`config.mk`:
```
export PLATFORM = sky130hd
export DESIGN_NAME = zn_fsk_uart_rx
export DESIGN_NICKNAME = d
export VERILOG_FILES = /design/src/rtl/zn_fsk_uart_rx.sv
export SDC_FILE = /design/constraint.sdc
export NUM_CORES = 1
export LEC_CHECK = 0
export BUFFER_PORTS_ARGS = -buffer_cell sky130_fd_sc_hd__clkbuf_2
export CAP_MARGIN = 15
export CORE_ASPECT_RATIO = 0.75
export CORE_UTILIZATION = 40
export CTS_CLUSTER_DIAMETER = 50
export CTS_CLUSTER_SIZE = 16
export DETAILED_ROUTE_END_ITERATION = 6
export SYNTH_ARGS = -nofsm -noshare
export SYNTH_HDL_FRONTEND = slang
export SYNTH_SLANG_ARGS = --single-unit
```
`constraint.sdc`:
```
create_clock -name clk -period 1.97 [get_ports clk]
set_input_delay 0.197 -clock clk [delete_from_list [all_inputs] [get_ports clk]]
set_output_delay 0.197 -clock clk [all_outputs]
set_load 0.02 [all_outputs]
```
`src/rtl/zn_fsk_uart_rx.sv`:
```
// zn_fsk_uart_rx: byte deframer for the demodulated FSK bit stream.
//
// Conditions the incoming bit (2-flop synchronizer, 3-tap majority filter),
// hunts for a start bit, samples each bit at mid-period and checks the frame
// (start, 8 data bits LSB first, optional even parity, stop). A good byte is
// presented on rx_data with a one-cycle rx_valid strobe.
//
// Optional feature macro: ZN_FSK_PARITY_EN (adds an even-parity bit after the
// data bits; when undefined, parity_err is tied to 0).
//
// Ports:
//   clk        in   system/sample clock
//   rst        in   asynchronous reset, active low
//   bit_in     in   demodulated serial bit, idle high
//   rx_data    out  last good byte, held until the next good byte
//   rx_valid   out  one-cycle pulse when rx_data was just updated
//   frame_err  out  one-cycle pulse when the stop bit samples 0
//   parity_err out  one-cycle pulse on a parity mismatch
//   busy       out  high whenever the deframer is not idle
module zn_fsk_uart_rx #(
    parameter int unsigned CLKS_PER_BIT = 16
) (
    input  logic       clk,
    input  logic       rst,
    input  logic       bit_in,
    output logic [7:0] rx_data,
    output logic       rx_valid,
    output logic       frame_err,
    output logic       parity_err,
    output logic       busy
);

    localparam int unsigned CntW = $clog2(CLKS_PER_BIT);
    // START decides one cycle early because the IDLE detect cycle counts too.
    localparam logic [CntW-1:0] CntHalf = CntW'(CLKS_PER_BIT / 2 - 1);
    localparam logic [CntW-1:0] CntLast = CntW'(CLKS_PER_BIT - 1);

    typedef enum logic [2:0] {
        StIdle,
        StStart,
        StData,
`ifdef ZN_FSK_PARITY_EN
        StParity,
`endif
        StStop,
        StWaitHigh
    } state_e;

    // Input conditioning
    logic [1:0] r_sync;
    logic [2:0] r_taps;
    logic       r_filt;
    logic       w_maj;

    assign w_maj = (r_taps[0] & r_taps[1]) | (r_taps[0] & r_taps[2]) |
                   (r_taps[1] & r_taps[2]);

    always_ff @(posedge clk or negedge rst) begin
        if (!rst) begin
            r_sync <= 2'b11;
            r_taps <= 3'b111;
            r_filt <= 1'b1;
        end else begin
            r_sync <= {r_sync[0], bit_in};
            r_taps <= {r_taps[1:0], r_sync[1]};
            r_filt <= w_maj;
        end
    end

    // Deframer state
    state_e          r_state, w_state_next;
    logic [CntW-1:0] r_cnt, w_cnt_next;
    logic [2:0]      r_bit_idx, w_bit_idx_next;
    logic [7:0]      r_shift, w_shift_next;
    logic [7:0]      r_rx_data, w_rx_data_next;
    logic            r_rx_valid, w_rx_valid_next;
    logic            r_frame_err, w_frame_err_next;
`ifdef ZN_FSK_PARITY_EN
    logic            r_par_bad, w_par_bad_next;
    logic            r_parity_err, w_parity_err_next;
`endif

    always_ff @(posedge clk or negedge rst) begin
        if (!rst) begin
            r_state      <= StIdle;
            r_cnt        <= '0;
            r_bit_idx    <= '0;
            r_shift      <= '0;
            r_rx_data    <= '0;
            r_rx_valid   <= 1'b0;
            r_frame_err  <= 1'b0;
`ifdef ZN_FSK_PARITY_EN
            r_par_bad    <= 1'b0;
            r_parity_err <= 1'b0;
`endif
        end else begin
            r_state      <= w_state_next;
            r_cnt        <= w_cnt_next;
            r_bit_idx    <= w_bit_idx_next;
            r_shift      <= w_shift_next;
            r_rx_data    <= w_rx_data_next;
            r_rx_valid   <= w_rx_valid_next;
            r_frame_err  <= w_frame_err_next;
`ifdef ZN_FSK_PARITY_EN
            r_par_bad    <= w_par_bad_next;
            r_parity_err <= w_parity_err_next;
`endif
        end
    end

    always_comb begin
        w_state_next      = r_state;
        w_cnt_next        = r_cnt + 1'b1;
        w_bit_idx_next    = r_bit_idx;
        w_shift_next      = r_shift;
        w_rx_data_next    = r_rx_data;
        w_rx_valid_next   = 1'b0;
        w_frame_err_next  = 1'b0;
`ifdef ZN_FSK_PARITY_EN
        w_par_bad_next    = r_par_bad;
        w_parity_err_next = 1'b0;
`endif
        unique case (r_state)
            StIdle: begin
                w_cnt_next = '0;
                if (!r_filt) begin
                    w_state_next = StStart;
                end
            end
            StStart: begin
                if (r_cnt == CntHalf) begin
                    w_cnt_next     = '0;
                    w_bit_idx_next = '0;
                    // Line back high at mid-start: false start, no flags.
                    w_state_next   = r_filt ? StIdle : StData;
                end
            end
            StData: begin
                if (r_cnt == CntLast) begin
                    w_cnt_next              = '0;
                    w_shift_next[r_bit_idx] = r_filt;
                    w_bit_idx_next          = r_bit_idx + 3'd1;
                    if (r_bit_idx == 3'd7) begin
`ifdef ZN_FSK_PARITY_EN
                        w_state_next = StParity;
`else
                        w_state_next = StStop;
`endif
                    end
                end
            end
`ifdef ZN_FSK_PARITY_EN
            StParity: begin
                if (r_cnt == CntLast) begin
                    w_cnt_next     = '0;
                    w_par_bad_next = ^{r_shift, r_filt};
                    w_state_next   = StStop;
                end
            end
`endif
            StStop: begin
                if (r_cnt == CntLast) begin
                    w_cnt_next = '0;
                    if (r_filt) begin
                        w_state_next = StIdle;
`ifdef ZN_FSK_PARITY_EN
                        if (r_par_bad) begin
                            w_parity_err_next = 1'b1;
                        end else begin
                            w_rx_data_next  = r_shift;
                            w_rx_valid_next = 1'b1;
                        end
`else
                        w_rx_data_next  = r_shift;
                        w_rx_valid_next = 1'b1;
`endif
                    end else begin
                        // Stop low: flag once, then park until the line recovers.
                        w_state_next     = StWaitHigh;
                        w_frame_err_next = 1'b1;
`ifdef ZN_FSK_PARITY_EN
                        w_parity_err_next = r_par_bad;
`endif
                    end
                end
            end
            StWaitHigh: begin
                w_cnt_next = '0;
                if (r_filt) begin
                    w_state_next = StIdle;
                end
            end
            default: begin
                w_state_next = StIdle;
            end
        endcase
    end

    assign rx_data   = r_rx_data;
    assign rx_valid  = r_rx_valid;
    assign frame_err = r_frame_err;
    assign busy      = (r_state != StIdle);
`ifdef ZN_FSK_PARITY_EN
    assign parity_err = r_parity_err;
`else
    assign parity_err = 1'b0;
`endif

endmodule

```
### Yosys cells after proc, flatten, opt, wreduce, memory -nomap -nowiden

Index checks and enable logic that the tools add are counted.

* $mul: 0
* bitwise operators: 5
* mux-type cells: 24
* reductions and logical operators: 10
* eq/ne operators: 13
* div/mod/pow operators: 0
* add/subtract/negate cells: 2
* shift-type cells: 0
* magnitude comparators: 2

Operators with widths (count)
* 2-to-1 mux 3 bit: 9
* case mux 3 bit (5 select lines): 1
* inequality test 2 bit, second input constant: 6
* case mux 4 bit (3 select lines): 1
* bitwise mux 8 bit: 1
* 2-to-1 mux 4 bit: 2
* 2-to-1 mux 1 bit: 7
* equality test 3 x 2 -> 1 bit, second input constant: 2
* equality test 3 bit, second input constant: 2
* case mux 3 bit (2 select lines): 1
* AND reduction 3 bit: 2
* AND reduction 6 bit: 1
* adder 4 x 1 -> 4 bit, second input constant: 1
* equality test 4 x 3 -> 1 bit, second input constant: 1
* equality test 4 bit, second input constant: 1
* less-than comparator 3 x 4 -> 1 bit, second input constant: 1
* OR reduction 2 bit: 2
* adder 3 x 1 -> 3 bit, second input constant: 1
* bitwise AND 1 bit: 3
* demux 1 bit (select 3 bit): 1
* equality test 3 x 1 -> 1 bit, second input constant: 1
* >= comparator 3 x 1 -> 1 bit, second input constant: 1
* logical NOT 3 bit: 1
* nonzero test 3 bit: 1
* other kinds (5): 6

* register bits: 34
* memory bits (writable): 0
* ROM bits: 0
* logic and storage cells: 66
* memories kept: 0
* latch bits: 0

### Logic depth before layout (Yosys ltp)

Gate-level depths: netlist (run 1).

* depth in word-level cells: 5
* depth in mapped cells: 5

### Worst setup path after synthesis (run 1)

OpenSTA, ideal clock, no wires.

* path type: register to register
* start point: reg r_cnt[0]
* end point: reg r_shift[2]
* slack: 426 ps
* arrival: 1420 ps
* path buffers: 1
* library setup time: 125 ps
* stages on the path, launching flop included: 6
* period minus slack after synthesis: 1544 ps
* cell sequence: dfrtp_1 ha_1 and4_2 buf_4 nand4b_1 mux2_2

* word-level cells in the longest chain between the ends: 2

Ends and longest elaborated chain
* start, declared: line 72 `logic [CntW-1:0] r_cnt, w_cnt_next;`
* start signal, assigned: line 98 `r_cnt <= w_cnt_next;`
* equality test 4 bit: line 139 `if (r_cnt == CntLast) begin`
* AND reduction 2 bit (no source line)
* end signal, assigned: line 100 `r_shift <= w_shift_next;`
* end, declared: line 74 `logic [7:0] r_shift, w_shift_next;`

No other way between the ends.
A chain may end at the register's enable or synchronous reset.

### Worst setup path after layout (run 1)

* start point: reg r_cnt[0]
* end point: reg r_rx_data[6] (netlist: rx_data[6])

* word-level cells in the longest chain between the ends: 2

Ends and longest elaborated chain
* equality test 4 bit: line 162 `if (r_cnt == CntLast) begin`
* AND reduction 3 bit (no source line)
* end signal, assigned: line 101 `r_rx_data <= w_rx_data_next;`
* end, declared: line 75 `logic [7:0] r_rx_data, w_rx_data_next;`

No other way between the ends.

==> results of run 1 <==
## logic make-up (layout without fill, tap and decap cells)
group	Yosys count	in the layout	share of synthesized area, %
AO/OA/AOI/OAI	12	12	5.514
buffers and inverters	13	27	5.267
flip-flops	34	34	56.46
XOR/XNOR	3	3	1.729
multiplexers	16	16	12.10
adder cells (fa/ha/maj)	4	4	3.128
AND/OR/NAND/NOR	34	34	15.56
other	1	1	0.2467
## layer usage
metal | wire length (microns) | GRT usage (%) | part of all wire, % | up-vias
met5 | 0 | 0 | 0 | -
li1 | - | - | - | 449
met2 | 1131 | 20.37 | 45 | 11
met4 | 9 | 5.042 | 0.36 | 0
met1 | 1286 | 19.55 | 51 | 473
met3 | 72 | 4.927 | 2.9 | 2
## state kept, by name, summed over array words and instances, names as in the netlist, 2 cells and up
signal / cells
r_cnt: 4
r_bit_idx: 3
r_sync: 2
r_shift: 8
r_state: 3
r_taps: 3
rx_data: 8
## cells in the final DEF (no fill, tap or decap), types with 2 or more instances in the layout
cell | Yosys | layout
a22o_1 | 2 | 2
a211oi_1 | 3 | 3
clkbuf_2 | 0 | 13
nand2_1 | 2 | 2
clkbuf_8 | 0 | 6
and2_1 | 2 | 2
dfstp_2 | 6 | 6
and3b_1 | 2 | 2
nor3b_1 | 3 | 3
mux2_2 | 15 | 15
xnor2_1 | 2 | 2
nor2_1 | 3 | 3
dfrtp_1 | 28 | 28
nand4_1 | 3 | 3
nor3_1 | 4 | 4
nand3_1 | 3 | 3
inv_1 | 4 | 4
nand4b_1 | 3 | 3
ha_1 | 3 | 3
a21oi_1 | 3 | 3
## worst max-delay path by stage
stage / startpoint / to / cells past startpoint
CTS: r_cnt[0] / rx_data[6] / 4
global route: r_cnt[0] / rx_data[6] / 4
global placement: r_cnt[0] / rx_data[6] / 4
floorplan: r_cnt[0] / r_shift[2] / 5
finish: r_cnt[0] / rx_data[6] / 4
detailed placement: r_cnt[0] / rx_data[6] / 4
## stage by stage
step | std cells | hold slack (ns) | total power, mW
after floorplan | 117 | -0.09859 | 1.242
after global placement | 172 | 0.2878 | 1.260
after detailed placement | 172 | 0.2858 | 1.280
after CTS | 181 | 0.02179 | 1.802
after global routing | 181 | 0.06103 | 1.894
final | 181 | 0.007227 | 1.776
## critical path, cell delays in order (launching register included)
cell and delay (ns):
dfrtp_1 0.37, ha_1 0.27, and3b_1 0.35, nand4_4 0.24, mux2_4 0.36
## where the power goes
part	leakage (nW)	switching [mW]	internal [mW]
clock	0.0482	0.221	0.281
combinational	0.322	0.189	0.158
sequential	0.440	0.142	0.785
## what timing repair did
action,4_1_cts,5_1_grt
setup buffers,0,0
endpoints found under the hold margin,1,0
hold buffers,1,0
## cell type report
class | count | area (sq um)
Timing Repair Buffer | 15 | 82.58
Clock inverter | 1 | 5.005
Fill cell | 313 | 1754
Tap cell | 50 | 62.56
Inverter | 4 | 15.01
Clock buffer | 7 | 86.33
Sequential cell | 34 | 858.3
Multi-Input combinational cell | 70 | 581.8
==> impl_metrics.py, run 1 <==
metrics = {
    "worst_setup_path": {
        "critPathRequiredTime_ns": 2.12,
        "reg2regPathDepth": 4,
        "cp_max_fo": 9,
        "r2r_slack_ns": 0.26,
        "startpoint_type": "flip-flop",
        "r2r_end": "rx_data[6]",
        "crit_arrival_ns": 1.86,
        "cp-end-kind": "flip-flop",
        "crit_type": "reg2reg",
        "reg2reg_from": "r_cnt[0]",
    },
    "finish": {
        "nets": 136,
        "post-route-util_pct": 49.09,
        "drive_above_1_share_pct": 35.11,
        "area_delta_synth_final_pct": 11.28,
        "fin_area_sq_um": 1692,
        "antennaDiodeCount": 0,
    },
    "clock_network": {
        "cts_root_buffer": "clkbuf_8",
        "cts_inserted_buffers": 5,
        "cts.path.max_buffers": 2,
        "clk_pin_slew_ns": 0.07,
        "cts_tree": "built",
        "insertion_delay_ns": 0.27,
        "htree_levels": 2,
        "cts-resized-gates": 0,
        "clock-sinks": 34,
    },
    "floorplan": {
        "num_rows": 18,
        "io_pins": 15,
        "start_util_pct": 44.12,
        "die_h_microns": 55.39,
        "coreArea_sq_um": 3446,
        "die_w_microns": 73.19,
        "die-area_sq_um": 4054,
    },
    "power": {
        "p_per_area_nw_per_um2": 1050,
        "ir_worst_vdd_mv": 0.5990,
        "p_leak_nw": 0.8101,
    },
    "synth": {
        "yosysUniqueCellTypes": 39,
        "synth_flop_cell": "dfrtp_1",
        "yosysMostFrequentCell": "dfrtp_1",
        "syn-num-nets": 123,
        "synth.avg_cell_area_sq_um": 12.99,
        "seq_area_frac_synth_pct": 56.46,
        "synthTopCellsByArea": "dfrtp_1 (46%), mux2_2 (11%), dfstp_2 (10%), ha_1 (2.5%), buf_4 (2.0%)",
        "synth_top_cell_area_share_pct": 46.09,
        "syn_inst": 117,
        "yosys-top-cells-count": "dfrtp_1 (28), mux2_2 (15), dfstp_2 (6)",
        "async_flop_share_pct": 100.0,
        "synth_edf_count": 0,
        "ys_seq_elements": 34,
        "yosys_warnings": 0,
        "syn_area_sq_um": 1520,
        "yosysTopAreaCell": "dfrtp_1",
    },
    "sta": {
        "fin_ws_ns": 0.2625,
        "slew_violations": 0,
        "tightest_slew_ns": 0.8073,
        "setup_viol": 0,
        "slew_headroom_pct": 46.18,
        "rsz0062_at_grt": "false",
        "fin_crit_sh_pct": 86.67,
        "fmax_ghz": 0.5857,
        "finalClockSkew_ns": 0.007009,
        "hold_viol": 0,
        "min_period_ns": 1.707,
        "tns_ns": 0,
    },
    "placement": {
        "placed_area_sq_um": 1590,
        "gp_congestion": 0.7447,
        "place_hpwl_microns": 1683,
        "place_ws_ns": 0.2822,
        "port_buffers": 13,
    },
    "routing": {
        "drcViolationCount": 0,
        "routed_wl_microns": 2499,
        "drtAntennaViolNets": 0,
        "routedWlPerCell_microns": 13.81,
        "dr.pass1.iters": 4,
        "drt_iter0_markers": 60,
        "viasPerCell": 5.166,
        "via_count": 935,
    },
    "global_routing": {
        "grt_util_all_layers_pct": 14.14,
        "antenna_found_initial": 0,
        "grt_pass1_vias": 915,
        "grt_max_degree": 35,
        "overflow": 0,
        "grt_pass1_wl_microns": 4305,
    },
    "status": {
        "status": "finished clean",
    },
    "worst_hold_path": {
        "hold_path_class": "in2async",
    },
    "flow_run": {
        "maxCapViolCount": 0,
    },
}
Power figures use the tool's default switching activity.
==> run 2: changes to the inputs <==
--- a/config.mk
+++ b/config.mk
@@ -5,6 +5,7 @@
 export SDC_FILE = /design/constraint.sdc
 export NUM_CORES = 1
 export LEC_CHECK = 0
+export ABC_AREA = 1
 export BUFFER_PORTS_ARGS = -buffer_cell sky130_fd_sc_hd__clkbuf_2
 export CAP_MARGIN = 15
 export CORE_ASPECT_RATIO = 0.75
@@ -12,6 +13,7 @@
 export CTS_CLUSTER_DIAMETER = 50
 export CTS_CLUSTER_SIZE = 16
 export DETAILED_ROUTE_END_ITERATION = 6
+export REMOVE_ABC_BUFFERS = 1
 export SYNTH_ARGS = -nofsm -noshare
 export SYNTH_HDL_FRONTEND = slang
 export SYNTH_SLANG_ARGS = --single-unit
==> run 2 against run 1 <==
  * Register-to-register slack improved by 0.34 ns
  * Sequential cell count did not move
  * First-iteration DRC count up 130%
  * Global-route usage grew 0.49 points
  * Sequential power is 9.8% lower
  * Cell count is 30% higher
  * Critical path depth fell by 1
  * Clock power up 2%
==> impl_metrics.py, run 2 <==
metrics = {
    "status": {
        "status": "finished clean",
    },
    "global_routing": {
        "antenna_found_initial": 0,
        "grt_pass1_vias": 964,
        "grt_util_all_layers_pct": 14.62,
        "overflow": 0,
        "grt_pass1_wl_microns": 4429,
        "grt_max_degree": 35,
    },
    "routing": {
        "drt_iter0_markers": 139,
        "viasPerCell": 4.542,
        "routed_wl_microns": 2527,
        "dr.pass1.iters": 4,
        "drtAntennaViolNets": 0,
        "drcViolationCount": 0,
        "routedWlPerCell_microns": 10.71,
        "via_count": 1072,
    },
    "worst_setup_path": {
        "cp_slowest_stage_delay_ns": 0.48,
        "reg2regPathDepth": 7,
        "reg2reg_from": "r_cnt[0]",
        "r2r_slack_ns": 0.60,
        "cp_top_family": "flip-flops",
        "cpMaxStageDelayCell": "dfrtp_1",
        "startpoint_type": "flip-flop",
        "cp_max_fo": 8,
        "crit_type": "reg2out",
        "r2r_end": "rx_data[3]",
        "critPathRequiredTime_ns": 1.77,
        "crit_chain": "nor2_1 > nand2_1 > clkbuf_2",
        "cp-end-kind": "output port",
        "path_buf_inv": 1,
        "crit_arrival_ns": 1.21,
    },
    "placement": {
        "gp_congestion": 0.9410,
        "place_hpwl_microns": 1817,
        "port_buffers": 13,
        "placed_area_sq_um": 1632,
        "place_inst": 227,
        "place_ws_ns": 0.5985,
    },
    "synth": {
        "synth_flop_cell": "dfrtp_1",
        "synth_top_cell_area_share_pct": 46.13,
        "yosysMostFrequentCell": "nand2_1",
        "ys_seq_elements": 34,
        "seq_area_frac_synth_pct": 56.51,
        "async_flop_share_pct": 100.0,
        "synth_edf_count": 0,
        "synthTopCellsByArea": "dfrtp_1 (46%), nand2_1 (14%), dfstp_2 (10%), nand3_1 (3.3%), o21ai_1 (3.0%)",
        "yosysTopAreaCell": "dfrtp_1",
        "yosysUniqueCellTypes": 27,
        "synth.avg_cell_area_sq_um": 9.150,
        "yosys_warnings": 0,
        "yosys-top-cells-count": "nand2_1 (58), dfrtp_1 (28), inv_1 (11), nor2_1 (11), nand3_1 (10)",
        "syn_area_sq_um": 1519,
        "syn_inst": 166,
    },
    "finish": {
        "nets": 191,
        "post-route-util_pct": 50.29,
        "drive_above_1_share_pct": 22.58,
        "final_common_cell": "nand2_1",
        "fin_area_sq_um": 1733,
        "area_delta_synth_final_pct": 14.09,
        "finalNonFillerCells": 236,
        "antennaDiodeCount": 0,
        "mostFrequentLayoutCells": "nand2_1 (58), dfrtp_1 (28), clkbuf_2 (13), nor2_1 (11), inv_1 (11)",
    },
    "clock_network": {
        "insertion_delay_ns": 0.28,
        "cts-resized-gates": 0,
        "clock-sinks": 34,
        "cts_root_buffer": "clkbuf_8",
        "cts_tree": "built",
        "htree_levels": 2,
        "clk_pin_slew_ns": 0.07,
        "cts_inserted_buffers": 5,
        "cts.path.max_buffers": 2,
    },
    "sta": {
        "finalClockSkew_ns": 0.008069,
        "fin_crit_sh_pct": 71.27,
        "slew_violations": 0,
        "fin_ws_ns": 0.5660,
        "slew_headroom_pct": 45.76,
        "hold_slack_ns": 0.002331,
        "fmax_ghz": 0.7123,
        "rsz0062_at_grt": "false",
        "tns_ns": 0,
        "min_period_ns": 1.404,
        "tightest_slew_ns": 0.8136,
        "hold_viol": 0,
        "setup_viol": 0,
    },
    "power": {
        "p_leak_nw": 0.9081,
        "ir_worst_vdd_mv": 0.5198,
        "power.total_mw": 1.743,
        "p_per_area_nw_per_um2": 1006,
    },
    "floorplan": {
        "die-area_sq_um": 4050,
        "start_util_pct": 44.08,
        "die_h_microns": 55.37,
        "num_rows": 18,
        "io_pins": 15,
        "die_w_microns": 73.16,
        "coreArea_sq_um": 3446,
    },
    "worst_hold_path": {
        "hold_path_class": "in2async",
    },
    "flow_run": {
        "maxCapViolCount": 0,
    },
}
[run 2: timing repair]
action | in CTS | in global routing
setup buffers | 0 | 0
hold buffers | 1 | 0
hold endpoints to repair | 1 | 0
[run 2: layout make-up]
| cell class | instances | area [sq um] |
|---|---|---|
| repair buffers | 14 | 75.07 |
| clock inverters | 1 | 5.005 |
| multi-input cells | 114 | 569.3 |
| inverters | 16 | 76.32 |
| clock buffers | 7 | 86.33 |
| well taps | 50 | 62.56 |
| flip-flops and latches | 34 | 858.3 |
| fillers | 317 | 1713 |
[run 2: worst max path at each step]
| stage | from | endpoint | slack, ns | cells past startpoint |
|---|---|---|---|---|
| CTS | r_state[1] | busy | 0.56 | 3 |
| global placement | r_cnt[0] | r_cnt[0] | 0.62 | 8 |
| finish | r_state[1] | busy | 0.57 | 3 |
| detailed placement | r_cnt[0] | rx_data[1] | 0.60 | 7 |
| global route | r_cnt[0] | r_state[1] | 0.44 | 8 |
| floorplan | r_bit_idx[0] | r_state[1] | 0.71 | 7 |
[run 2: cells by family (layout without fill, tap and decap cells)]
logic type | after synthesis | after routing | synth area share [%]
compound gates | 14 | 14 | 4.612
flops | 34 | 34 | 56.51
xor+xnor | 1 | 1 | 0.5767
other cells | 1 | 1 | 0.2469
buf+inv | 18 | 38 | 6.013
simple gates | 94 | 94 | 28.91
fa+ha+maj | 4 | 4 | 3.130
[run 2: per-layer routing]
metal	vias to the layer above	part of all wire, %	track usage (%)
met5	-	0	0
met4	0	0.63	6.723
met3	2	4.2	5.474
met2	23	40	17.99
met1	489	55	22.07
li1	558	-	-
[run 2: power breakdown]
group	internal, mW	total [mW]	switching (mW)
Clock	0.282	0.512	0.230
Combinational	0.134	0.395	0.261
Sequential	0.761	0.836	0.0746
